[config.mk]
export PLATFORM = sky130hd
export DESIGN_NAME = clk_div_sel_ctrl
export DESIGN_NICKNAME = d
export VERILOG_FILES = /design/src/rtl/clk_div_sel_ctrl.sv
export SDC_FILE = /design/constraint.sdc
export NUM_CORES = 1
export LEC_CHECK = 0
export BUFFER_PORTS_ARGS = -buffer_cell sky130_fd_sc_hd__buf_2
export CAP_MARGIN = 20
export CORE_MARGIN = 2
export CORE_UTILIZATION = 55
export CTS_CLUSTER_DIAMETER = 150
export DETAILED_ROUTE_END_ITERATION = 7
export GPL_ROUTABILITY_DRIVEN = 0
export PLACE_DENSITY = 0.78
export SLEW_MARGIN = 10
export SYNTH_ARGS = -nofsm -noshare
export SYNTH_HDL_FRONTEND = slang
export SYNTH_SLANG_ARGS = --single-unit
[constraint.sdc]
create_clock -name refclk -period 2.65 [get_ports refclk]
set_input_delay 0.265 -clock refclk [delete_from_list [all_inputs] [get_ports refclk]]
set_output_delay 0.265 -clock refclk [all_outputs]
set_load 0.03 [all_outputs]
[src/rtl/clk_div_sel_ctrl.sv]
// Sequencer for a bank of power-of-2 clock dividers: parks the running divider,
// starts the selected one, and only then re-enables the downstream clock mux.
module clk_div_sel_ctrl #(
  parameter int N_DIV   = 4,
  parameter int MAX_DIV = 64,
  parameter int WARMUP  = 4,
  parameter int RST_IDX = 0
) (
  input  logic                       refclk,
  input  logic                       rst,
  input  logic                       req_valid,
  output logic                       req_ready,
  input  logic [$clog2(N_DIV)-1:0]   req_idx,
  input  logic                       req_off,
  input  logic                       err_clr,
  output logic [N_DIV-1:0]           divclk_sel,
  input  logic [N_DIV-1:0]           div_msb,
  output logic [$clog2(N_DIV)-1:0]   mux_sel,
  output logic                       mux_en,
  output logic                       busy,
  output logic                       done,
  output logic                       err
);
  localparam int IW = $clog2(N_DIV);
  localparam int CW = $clog2(2*MAX_DIV) + 1;
  localparam logic [CW-1:0]    DRAIN_LAST = CW'(2*MAX_DIV - 1);
  localparam logic [CW-1:0]    WARM_LAST  = CW'(WARMUP - 1);
  localparam logic [N_DIV-1:0] SEL_RST    = N_DIV'(1) << RST_IDX;

  localparam logic [1:0] INIT  = 2'd0;
  localparam logic [1:0] IDLE  = 2'd1;
  localparam logic [1:0] DRAIN = 2'd2;
  localparam logic [1:0] WARM  = 2'd3;

  logic [1:0]    state;
  logic [CW-1:0] cnt;
  logic [IW-1:0] cur;
  logic          cur_on;
  logic [IW-1:0] tgt;
  logic          tgt_off;
  logic          idx_bad;

  // Out-of-range indices only exist when N_DIV is not a power of two.
  if (N_DIV == (1 << IW)) begin : g_pow2
    assign idx_bad = 1'b0;
  end else begin : g_np2
    assign idx_bad = ({{(32-IW){1'b0}}, req_idx} >= 32'(N_DIV));
  end

  function automatic logic [N_DIV-1:0] onehot(input logic [IW-1:0] i);
    onehot    = '0;
    onehot[i] = 1'b1;
  endfunction

  assign busy = ~req_ready;

  always_ff @(posedge refclk) begin
    if (rst) begin
      state      <= INIT;
      cnt        <= '0;
      cur        <= IW'(RST_IDX);
      cur_on     <= 1'b1;
      tgt        <= '0;
      tgt_off    <= 1'b0;
      divclk_sel <= SEL_RST;
      mux_sel    <= IW'(RST_IDX);
      mux_en     <= 1'b0;
      req_ready  <= 1'b0;
      done       <= 1'b0;
      err        <= 1'b0;
    end else begin
      done <= 1'b0;
      if (err_clr) err <= 1'b0;
      case (state)
        INIT: begin
          if (cnt == DRAIN_LAST) begin
            state     <= IDLE;
            cnt       <= '0;
            mux_en    <= 1'b1;
            req_ready <= 1'b1;
          end else begin
            cnt <= cnt + 1'b1;
          end
        end
        IDLE: begin
          if (req_valid) begin
            if (!req_off && idx_bad) begin
              err  <= 1'b1;
              done <= 1'b1;
            end else if ((!req_off && cur_on && req_idx == cur) || (req_off && !cur_on)) begin
              done <= 1'b1;
            end else if (!cur_on) begin
              // Nothing is running, so there is nothing to drain.
              cur        <= req_idx;
              divclk_sel <= onehot(req_idx);
              mux_sel    <= req_idx;
              state      <= WARM;
              cnt        <= '0;
              req_ready  <= 1'b0;
            end else begin
              divclk_sel <= '0;
              mux_en     <= 1'b0;
              tgt        <= req_idx;
              tgt_off    <= req_off;
              state      <= DRAIN;
              cnt        <= '0;
              req_ready  <= 1'b0;
            end
          end
        end
        DRAIN: begin
          if (cnt == DRAIN_LAST) begin
            // A high MSB after the full window means the divider never parked.
            if (div_msb[cur]) err <= 1'b1;
            cnt <= '0;
            if (tgt_off) begin
              cur_on    <= 1'b0;
              done      <= 1'b1;
              req_ready <= 1'b1;
              state     <= IDLE;
            end else begin
              cur        <= tgt;
              divclk_sel <= onehot(tgt);
              mux_sel    <= tgt;
              state      <= WARM;
            end
          end else begin
            cnt <= cnt + 1'b1;
          end
        end
        WARM: begin
          if (cnt == WARM_LAST) begin
            mux_en    <= 1'b1;
            done      <= 1'b1;
            cur_on    <= 1'b1;
            req_ready <= 1'b1;
            state     <= IDLE;
            cnt       <= '0;
          end else begin
            cnt <= cnt + 1'b1;
          end
        end
        default: state <= INIT;
      endcase
    end
  end
endmodule

**Yosys cells after proc, flatten, opt, wreduce, memory -nomap -nowiden**

Index checks and enable logic that the tools add are counted.

- Eq/ne operators: 15
- Add/subtract/negate cells: 1
- Multiplexer cells: 55
- $lt $le $gt $ge: 5
- Reductions and logical operators: 21
- Bitwise operators: 2

Operators by type and width:

| cell | number |
|---|---|
| $mux W8 | 4 |
| $mux W1 | 24 |
| $pmux W8 S3 | 1 |
| $mux W2 | 11 |
| $mux W4 | 5 |
| $ne A2 B2 Y1 const B | 9 |
| $reduce_and A6 Y1 | 3 |
| $reduce_and A5 Y1 | 2 |
| $lt A2 B3 Y1 const B | 3 |
| $add A8 B1 Y8 const B | 1 |
| $eq A8 B2 Y1 const B | 1 |
| $eq A8 B7 Y1 const B | 1 |
| $pmux W2 S4 | 1 |
| $pmux W4 S2 | 1 |
| $reduce_and A4 Y1 | 2 |
| $pmux W1 S3 | 2 |
| $logic_and A1 B1 Y1 | 5 |
| $demux W1 S2 | 2 |
| $eq A2 B2 Y1 const B | 2 |
| $ge A2 B1 Y1 const B | 2 |
| $pmux W1 S4 | 1 |
| $pmux W2 S2 | 1 |
| $reduce_bool A2 Y1 | 2 |
| $reduce_bool A3 Y1 | 1 |
| 10 further kinds | 12 |

- Bits of input ports: 11
- Bits in registers: 24
- Output and inout port bits: 11
- Logic and storage cells: 110

**Logic depth before layout (Yosys ltp)**

Gate-level depths: netlist of run 1.

- Word-level depth: 8
- Depth in mapped cells: 8

**Worst setup path before layout of run 1**

No wires, ideal clock.

- Kind: reg-to-reg
- Start: reg cnt[0]
- End: reg state[1]
- Arrival: 2107 ps
- Stages on the path, launching flop included: 7
- Required time: 2585 ps
- Setup slack: 478 ps
- Path buffers: 0
- Setup time: 65 ps
- Path through: dfxtp_1 -> ha_1 -> or4b_1 -> o41a_1 -> a2111oi_4 -> mux2_2 -> nor2_1

- Cells in the longest elaborated chain, start to end: 3

RTL lines:

| item | RTL line | text |
|---|---|---|
| start: declaration | 36 | `logic [CW-1:0] cnt;` |
| start signal: assignment | 82 | `cnt <= cnt + 1'b1;` |
| start signal: assignment | 128 | `cnt <= cnt + 1'b1;` |
| start signal: assignment | 140 | `cnt <= cnt + 1'b1;` |
| $eq A8 B2 Y1 or $eq A8 B7 Y1 (tied branches) | 132, 76, 112 |  |
| $ne A2 B2 Y1 (no line) | n/a |  |
| $reduce_and A5 Y1 (no line) (*) | n/a |  |
| end signal: assignment | 125 | `state <= WARM;` |
| end signal: assignment | 137 | `state <= IDLE;` |
| end signal: assignment | 143 | `default: state <= INIT;` |
| end: declaration | 35 | `logic [1:0] state;` |

Every way passes the cells marked *; elsewhere a longest branch is shown, timed or not.
A chain may end at the register's enable or synchronous reset.

**Worst setup path after layout of run 1**

Ends and elaborated chain as after synthesis.

==> results of run 1 <==
-- per-layer routing --
| metal | global-route usage | part of all wire | wire, microns | up-vias |
|---|---|---|---|---|
| met5 | 0 | 0 | 0 | - |
| met4 | 0.0684 | 0.0042 | 12 | 0 |
| met3 | 0.0500 | 0.043 | 122 | 2 |
| met2 | 0.374 | 0.45 | 1300 | 25 |
| met1 | 0.319 | 0.50 | 1430 | 563 |
| li1 | - | - | - | 612 |
-- worst min-delay path: stages --
cell,delay [ns]
buf_2,0.12
mux2i_1,0.07
nor2_1,0.08
-- state kept, by name, indices dropped and copies added (netlist names) --
register and count:
cnt 8, cur 2, cur_on 1, divclk_sel 4, done 1, err 1
mux_en 1, req_ready 1, state 2, tgt 2, tgt_off 1
-- worst paths after layout --
kind / from / end / depth (start not counted)
max: cnt[0]$_SDFFE_PP0P_ / state[1]$_SDFFE_PP0P_ / 6
min: req_off / tgt_off$_SDFFE_PP0P_ / 3
max reg2reg: cnt[0]$_SDFFE_PP0P_ / state[1]$_SDFFE_PP0P_ / 6
min reg2reg: divclk_sel[2]$_SDFFE_PP0P_ / divclk_sel[2]$_SDFFE_PP0P_ / 2
-- layout by cell type (no fill, tap or decap), types with 4 or more instances in the layout --
| cell | Yosys | final |
|---|---|---|
| nand3b_1 | 4 | 4 |
| nor3_1 | 7 | 7 |
| nand3_1 | 4 | 4 |
| mux2i_1 | 5 | 5 |
| xnor2_1 | 7 | 7 |
| nand2_1 | 9 | 9 |
| dfxtp_1 | 24 | 24 |
| a21oi_1 | 4 | 4 |
| nand2b_1 | 4 | 4 |
| buf_2 | 1 | 21 |
| nor2_1 | 24 | 24 |
| ha_1 | 6 | 6 |
| inv_1 | 8 | 8 |
-- cell families after synthesis --
family          after synthesis
simple gates                 66
compound gates               29
flops                        24
buf+inv                      15
mux                           9
xor+xnor                      8
fa+ha+maj                     6
-- synthesized netlist by cell type (3+ instances only) --
| master | number |
|---|---|
| inv_1 | 8 |
| xnor2_1 | 7 |
| nor2_1 | 24 |
| nand3b_1 | 4 |
| nor4_1 | 3 |
| ha_1 | 6 |
| nand3_1 | 4 |
| a311oi_1 | 3 |
| mux2_2 | 3 |
| nor3_1 | 7 |
| mux2i_1 | 5 |
| dfxtp_1 | 24 |
| a21oi_1 | 4 |
| nand2b_1 | 4 |
| nor2b_1 | 3 |
| nand2_1 | 9 |
| clkbuf_1 | 5 |
-- area by class of cell --
cell class / count / area, sq um / share of cell area
Clock buffer: 4 / 36.3 / 0.0236
Inverter: 8 / 30.0 / 0.0195
Multi-Input combinational cell: 118 / 835 / 0.542
Sequential cell: 24 / 480 / 0.312
Tap cell: 30 / 37.5 / 0.0244
Timing Repair Buffer: 23 / 120 / 0.0780
-- through the flow --
| stage | util | cells | hold slack [ns] |
|---|---|---|---|
| after floorplan | - | 157 | 0.409 |
| after global placement | 0.624 | 203 | 0.464 |
| after detailed placement | 0.624 | 203 | 0.496 |
| after CTS | 0.639 | 207 | 0.235 |
| after global routing | 0.639 | 207 | 0.261 |
| final | 0.639 | 207 | 0.250 |
-- power groups by stage --
stage	Sequential, W	Combinational (W)	Clock (W)
floorplan	0.000470	0.000164	0
detailed placement	0.000438	0.000261	0
finish	0.000431	0.000262	0.000193
CTS	0.000431	0.000263	0.000198
global route	0.000438	0.000292	0.000209
global placement	0.000436	0.000253	0
==> results.md, run 1 <==
- Post-synth top area share: 0.350
- Residual DRC count: 0
- Total Neg Setup Slack: 0 ns
- Cell variety after synth: between 40 and 50
- I/O Buffers: 21
- Gr ovfl total: 0
- Hold_buf cts: 0
- Total Power: slightly below 0.0009 W
- Synth Area in Adders: 0.0547
- Slowest cell on crit path: or4b_1
- First-pass GRT wire length: roughly 5000 microns
- Worst min path class: input pin to flip-flop
- Final setup violation count: 0
- Top_reg_cell synth: dfxtp_1
- Sw Share: 0.332
- Worst path cell trace: ha_1 > or4b_1 > o41a_1 > a2111oi_4 > mux2_2 > nor2_1
- # rows: 18
- Pre-Repair DR Iteration Count: 4
- Post-synthesis xor/xnor area fraction: 0.0510
- Final period util: 0.897
- Share of power burned in combinational logic: 0.295
- Pwr dens: ~580 nW/um^2
- Register-to-register setup slack: roughly 0.27 ns
- Via count: 1202
- Worst slew margin: 0.680
- Clk_skew: between 0.004 and 0.005 ns
- Die width: 54.0 microns
- Per-cell routed wire length: about 14 microns
- Startpoint Class: flip-flop
- Layout cells sized above 1: 0.198
- Critical path arrival: between 2 and 3 ns
- Delay-heaviest family, CP: compound AO/OA/AOI/OAI gates
- Crit path kind: flip-flop to flip-flop
- Slowest cell delay on critical path: approximately 0.46 ns
- Multiplexer area fraction after synthesis: 0.0775
- Avg Cell Area, Syn: a little under 9 sq um
- Core ar.: between 2000 and 2500 sq um
- Die height: roughly 54 microns
- CTS Buf Count: 3
- Clock root buffer: clkbuf_4
- Largest net degree at the start of global routing: 20
- Max-Cap Viols: 0
- Sequential-to-total area share from yosys stat: 0.350
- Worst setup EP type: flip-flop
- Filler Cell Count: approximately 210
- P_int: slightly below 0.0006 W
- Final WS setup: between 0.2 and 0.3 ns
- Worst-path maximum fanout: 6
- Vias in the first global route: approximately 1100
- Status: complete, no violations
- Largest family of logic cells by synthesized area: simple AND/OR/NAND/NOR gates
- Hpwl dp: roughly 2200 microns
- Yosys warns: 0
- WP data required: 2.92 ns
- Worst slack, placed: around 0.33 ns
- Final Hold Fails: 0
- Die ar.: 2910 sq um
- Initial antenna violation count: 0
- # diodes: 0
- Yosys top cell by area: dfxtp_1
- Simple logic cell fraction of the synthesized area: 0.243
- Flip-flop and latch count after synthesis: 24
- Clock share of power: 0.218
- Placed Area: 1500 sq um
- Worst-margin pin slew: 0.479 ns
- CTS max path bufs: 2
- All-Layer GR Usage: 0.235
- Async SR Flop Fraction: 0
- Post-synth EDFFs: 0
- H-tree lvl count: 1
- Compound-cell area share of the yosys netlist: 0.181
- # Post-CTS Setup Buffers: 0
- Clk pin slew, worst setup/hold paths: between 0.1 and 0.15 ns
- Starting density of the core: 0.570
- Via-to-Cell Ratio: between 5 and 6
- Main area contributors after synthesis: dfxtp_1 35%, nor2_1 6.6%, ha_1 5.5%
- Nets@finish: a little under 200
- Post-route cell area: between 1500 and 2000 sq um
- DR iter-0 viols: 28
- Worst-skew pair later-pin latency: around 0.31 ns
- Resize count post-CTS: 0
- Post-detailed-route count of antenna-violating nets: 0
- Syn nets: ~170
- Clk sinks: 24
- Area growth syn-to-layout: 12.1%
- Worst VDD drop: 0.000454 V
- CTS tree: built
- LEAKAGE: roughly 0.63 nW
- Unrepaired setup endpoints after global routing: false
- Post-Synthesis Cells: roughly 160
- Final Slew Violations: 0
- Post-layout min period: 2.38 ns
- Highest Clock Rate: 0.421 GHz
- Seq pwr share: 0.486
- WP buf/inv: 0
- Psw: 0.000294 W
- WL final: approximately 2900 microns
- Mapped Area: approximately 1400 sq um
- I/O pin cnt: 22
No activity file was read; power rests on OpenSTA's default activity.
==> inputs of run 2 (changes only) <==
- REMOVE_ABC_BUFFERS: unset -> 1
==> run 2 against run 1 <==
Effect of this change:
- sequential share of layout area did not move
- clock power barely moved
- largest cell class unchanged
- first-iteration DRC count rose by 18%
- cell count did not move
- critical endpoint is now divclk_sel[0]$_SDFFE_PP1P_
==> results.md, run 2 (synthesis gave the netlist of run 1 again) <==
- Worst min path class: input pin to flip-flop
- Worst slew margin: 0.633 (-0.0474)
- I/O pin cnt: 22 (unchanged)
- Commonest non-fill, non-tap cells in the layout: 24 x nor2_1, 24 x dfxtp_1, 21 x buf_2
- Max-Cap Viols: 0 (unchanged)
- All-Layer GR Usage: 0.231 (-0.00391)
- First-pass GRT wire length: 4880 microns (-2.1%)
- Per-cell routed wire length: 13.9 microns (+0.35%)
- Clk pin slew, worst setup/hold paths: 0.13 ns (about the same)
- Residual DRC count: 0 (unchanged)
- Clock root buffer: clkbuf_4
- Die ar.: 2910 sq um (unchanged)
- H-tree lvl count: 1 (unchanged)
- Final setup violation count: 0 (unchanged)
- Largest net degree at the start of global routing: 20 (unchanged)
- # Post-CTS Setup Buffers: 0 (unchanged)
- Final Hold Fails: 0 (unchanged)
- Worst-skew pair later-pin latency: 0.32 ns (about the same)
- Via count: 1211 (+0.75%)
- Clk sinks: 24 (unchanged)
- Worst VDD drop: 0.000414 V (-9.0%)
- Most flop-heavy register: cnt
- Final Slew Violations: 0 (unchanged)
- Unrepaired setup endpoints after global routing: false
- DR iter-0 viols: 33 (+18%)
- Die width: 54.0 microns (unchanged)
- Top flop regs: cnt: 8 flops, divclk_sel: 4 flops
- Pwr dens: 577 nW/um^2 (+0.26%)
- CTS tree: built
- Gr ovfl total: 0 (unchanged)
- Post-layout min period: 2.42 ns (+0.0416 ns)
- Starting density of the core: 0.570 (unchanged)
- Critical path arrival: 2.64 ns (about the same)
- CTS Buf Count: 3 (unchanged)
- Worst-path maximum fanout: 8 (+2)
- LEAKAGE: 0.626 nW (unchanged)
- Area growth syn-to-layout: 12.1% (unchanged)
- WL final: 2870 microns (+0.35%)
- Layout cells sized above 1: 0.198 (unchanged)
- Vias in the first global route: 1070 (-6.5%)
- CTS max path bufs: 2 (unchanged)
- Crit path kind: flip-flop to flip-flop
- Core ar.: 2410 sq um (unchanged)
- Startpoint Class: flip-flop
- Die height: 54.0 microns (unchanged)
- Initial antenna violation count: 0 (unchanged)
- Clk_skew: 0.00620 ns (+0.00198 ns)
- Hold_buf cts: 0 (unchanged)
- Highest Clock Rate: 0.413 GHz (-1.7%)
- Final WS setup: 0.230 ns (-0.0416 ns)
- I/O Buffers: 21 (unchanged)
- # diodes: 0 (unchanged)
- Nets@finish: 195 (unchanged)
- # rows: 18 (unchanged)
- Hpwl dp: 2170 microns (about the same)
- Max FFs per register: 8 (unchanged)
- Pre-Repair DR Iteration Count: 4 (unchanged)
- Via-to-Cell Ratio: 5.85 (+0.75%)
- Worst-margin pin slew: 0.549 ns (+0.0709 ns)
- Worst setup EP type: flip-flop
- Final period util: 0.913 (+0.0157)
- Total Neg Setup Slack: 0 ns (unchanged)
- Post-detailed-route count of antenna-violating nets: 0 (unchanged)
- WP data required: 2.87 ns (-0.05 ns)
- Worst slack, placed: 0.281 ns (-0.0516 ns)
- Resize count post-CTS: 0 (unchanged)
- Status: complete, no violations
run 2: cell counts in the layout (fill, tap and decap cells not counted):
No cell type changed its count.
run 2: area by class of cell:
type | instances | area [sq um]
well taps | 30 | 37.5
clock buffers | 4 | 36.3
flip-flops and latches | 24 | 480
fillers | 206 | 871
repair buffers | 23 | 120
multi-input cells | 118 | 835
inverters | 8 | 30.0
run 2: metrics by stage:
stage          std cells   util  area (sq um)  total power [W]  hold WS [ns]
5_1_grt              207  0.639          1540         0.000936         0.266
2_1_floorplan        150      -          1350         0.000629         0.334
4_1_cts              207  0.639          1540         0.000892         0.237
3_3_place_gp         203  0.624          1500         0.000688         0.466
6_report             207  0.639          1540         0.000888         0.230
3_5_place_dp         203  0.624          1500         0.000700         0.478
run 2: final timing paths:
kind / depth (start not counted) / slack [ns] / end / startpoint
min: 4 / 0.23 / err$_SDFF_PP0_ / err_clr
max: 6 / 0.23 / divclk_sel[0]$_SDFFE_PP1P_ / cnt[0]$_SDFFE_PP0P_
min reg2reg: 2 / 0.50 / divclk_sel[2]$_SDFFE_PP0P_ / divclk_sel[2]$_SDFFE_PP0P_
max reg2reg: 6 / 0.23 / divclk_sel[0]$_SDFFE_PP1P_ / cnt[0]$_SDFFE_PP0P_
run 2: power breakdown:
| part | switching (W) | leakage [nW] | total [W] | internal (W) |
|---|---|---|---|---|
| clock | 0.000112 | 0.0210 | 0.000196 | 0.0000841 |
| combinational | 0.000151 | 0.411 | 0.000260 | 0.000109 |
| sequential | 0.0000328 | 0.195 | 0.000431 | 0.000399 |
run 2: worst max-delay path, cell delays in order (launching register included):
cell      delay (ns)
dfxtp_1         0.40
ha_1            0.21
nand4_1         0.24
or4_1           0.59
a211oi_2        0.50
nor2b_1         0.10
a211o_1         0.28
run 2: metal layers:
layer / GRT usage / up-vias / part of all wire
met2: 0.380 / 30 / 0.48
met4: 0.107 / 0 / 0.017
met3: 0.0278 / 5 / 0.038
li1: - / 604 / -
met1: 0.301 / 572 / 0.47
met5: 0 / - / 0
==> inputs of run 3 (changes only) <==
- CORE_ASPECT_RATIO: unset -> 0.7
==> run 3 against run 2 <==
Effect of this change:
- cell count increased by 2.4%
- count of clock-buffer cells in the layout did not move
- maximum frequency is 2.3% higher
- routed wire length up 6.3%
- largest cell class unchanged
- largest power group unchanged
==> results.md, run 3 (synthesis gave the netlist of run 1 again) <==
- Status: complete, no violations
- Max-Cap Viols: 0 (unchanged)
- Worst path cell trace: ha_1 > or4b_1 > o41a_1 > a2111oi_4 > mux2_2 > nor2_1
- CTS Buf Count: 3 (unchanged)
- Residual DRC count: 0 (unchanged)
- Critical path arrival: 2.64 ns (about the same)
- Gr ovfl total: 0 (unchanged)
- WL final: 3050 microns (+6.3%)
- I/O Buffers: 21 (unchanged)
- Worst-margin pin slew: 0.497 ns (-0.0521 ns)
- Post-layout min period: 2.37 ns (-0.0538 ns)
- Delay-heaviest family, CP: compound AO/OA/AOI/OAI gates
- Startpoint Class: flip-flop
- LEAKAGE: 0.632 nW (+0.86%)
- Final setup violation count: 0 (unchanged)
- Worst VDD drop: 0.000435 V (+5.3%)
- Final Hold Fails: 0 (unchanged)
- Per-cell routed wire length: 14.4 microns (+3.8%)
- Total Power: 0.000890 W (+0.21%)
- # Post-CTS Setup Buffers: 0 (unchanged)
- CTS max path bufs: 2 (unchanged)
- Worst setup EP type: flip-flop
- Worst slew margin: 0.668 (+0.0348)
- Final period util: 0.893 (-0.0203)
- # rows: 15 (-3)
- Clk_skew: 0.00563 ns (-0.000568 ns)
- Total Neg Setup Slack: 0 ns (unchanged)
- I/O pin cnt: 22 (unchanged)
- Core ar.: 2420 sq um (+0.47%)
- Initial antenna violation count: 0 (unchanged)
- Clock root buffer: clkbuf_4
- Starting density of the core: 0.567 (-0.00265)
- Unrepaired setup endpoints after global routing: false
- Final Slew Violations: 0 (unchanged)
- First-pass GRT wire length: 5040 microns (+3.3%)
- Die ar.: 2920 sq um (+0.22%)
- Slowest cell delay on critical path: 0.47 ns (-0.12 ns)
- Highest Clock Rate: 0.423 GHz (+2.3%)
- Die width: 63.7 microns (+18%)
- Max FFs per register: 8 (unchanged)
- Pre-Repair DR Iteration Count: 4 (unchanged)
- Via count: 1233 (+1.8%)
- Hpwl dp: 2370 microns (+9.0%)
- Via-to-Cell Ratio: 5.82 (-0.58%)
- Top flop regs: cnt: 8 flops, divclk_sel: 4 flops
- H-tree lvl count: 1 (unchanged)
- Resize count post-CTS: 0 (unchanged)
- Vias in the first global route: 1124 (+5.0%)
- WP data required: 2.92 ns (+0.05 ns)
- Layout cells sized above 1: 0.202 (+0.00451)
- Die height: 45.8 microns (-15%)
- Worst-skew pair later-pin latency: 0.32 ns (about the same)
- Slowest cell on crit path: or4b_1
- Pwr dens: 573 nW/um^2 (-0.60%)
- Worst-path maximum fanout: 6 (-2)
- Filler Cell Count: 219 (+6.3%)
- Worst min path class: input pin to flip-flop
- # diodes: 0 (unchanged)
- Clk sinks: 24 (unchanged)
- Area growth syn-to-layout: 13.0%
- All-Layer GR Usage: 0.229 (-0.00218)
- Most flop-heavy register: cnt
- Hold_buf cts: 0 (unchanged)
- Commonest non-fill, non-tap cells in the layout: 24 x nor2_1, 24 x dfxtp_1, 21 x buf_2
- Crit path kind: flip-flop to flip-flop
- Largest net degree at the start of global routing: 20 (unchanged)
- Nets@finish: 196 (+0.51%)
- Clk pin slew, worst setup/hold paths: 0.13 ns (about the same)
- WP buf/inv: 0 (unchanged)
- CTS tree: built
- Post-detailed-route count of antenna-violating nets: 0 (unchanged)
- DR iter-0 viols: 57 (+73%)
run 3: cell types whose count changed in the layout (fill, tap and decap cells not counted):
| cell | change |
|---|---|
| buf_4 | +1 |
run 3: area by class of cell:
class,instances,area (sq um),share of cell area
sequential,24,480,0.310
clock buffer,4,36.3,0.0234
tap,34,42.5,0.0274
inverter,8,30.0,0.0194
timing repair buffer,24,128,0.0823
multi-input combinational,118,835,0.538
run 3: worst paths after layout:
kind	from	to	slack (ns)	depth (start not counted)
worst max-delay path	cnt[0]$_SDFFE_PP0P_	state[1]$_SDFFE_PP0P_	0.28	6
worst min-delay path	err_clr	err$_SDFF_PP0_	0.23	4
worst max register to register	cnt[0]$_SDFFE_PP0P_	state[1]$_SDFFE_PP0P_	0.28	6
worst min register to register	err$_SDFF_PP0_	err$_SDFF_PP0_	0.50	2
run 3: through the flow:
stage               setup WS [ns]  instances  hold slack, ns  cell area [sq um]   util
floorplan                   0.424        150           0.334               1350      -
global placement            0.384        208           0.463               1520  0.626
detailed placement          0.292        208           0.470               1520  0.626
CTS                         0.265        212           0.224               1550  0.641
global route               0.0914        212           0.245               1550  0.641
finish                      0.284        212           0.230               1550  0.641
run 3: worst reg2reg max path, cell delays in order, from the launching register on:
cell	delay, ns
dfxtp_1	0.39
ha_1	0.23
or4b_1	0.47
o41a_1	0.40
a2111oi_4	0.37
mux2_2	0.39
nor2_1	0.07
run 3: where the power goes:
group | switching [W] | internal (W) | leakage [nW]
sequential | 0.0000316 | 0.000399 | 0.195
clock | 0.000112 | 0.0000841 | 0.0210
combinational | 0.000152 | 0.000112 | 0.416
run 3: metal layers:
metal	vias up	wire [microns]	GRT usage
met1	588	1440	0.297
met4	0	4	0.0348
met2	35	1410	0.406
li1	608	-	-
met3	2	196	0.0520
met5	-	0	0
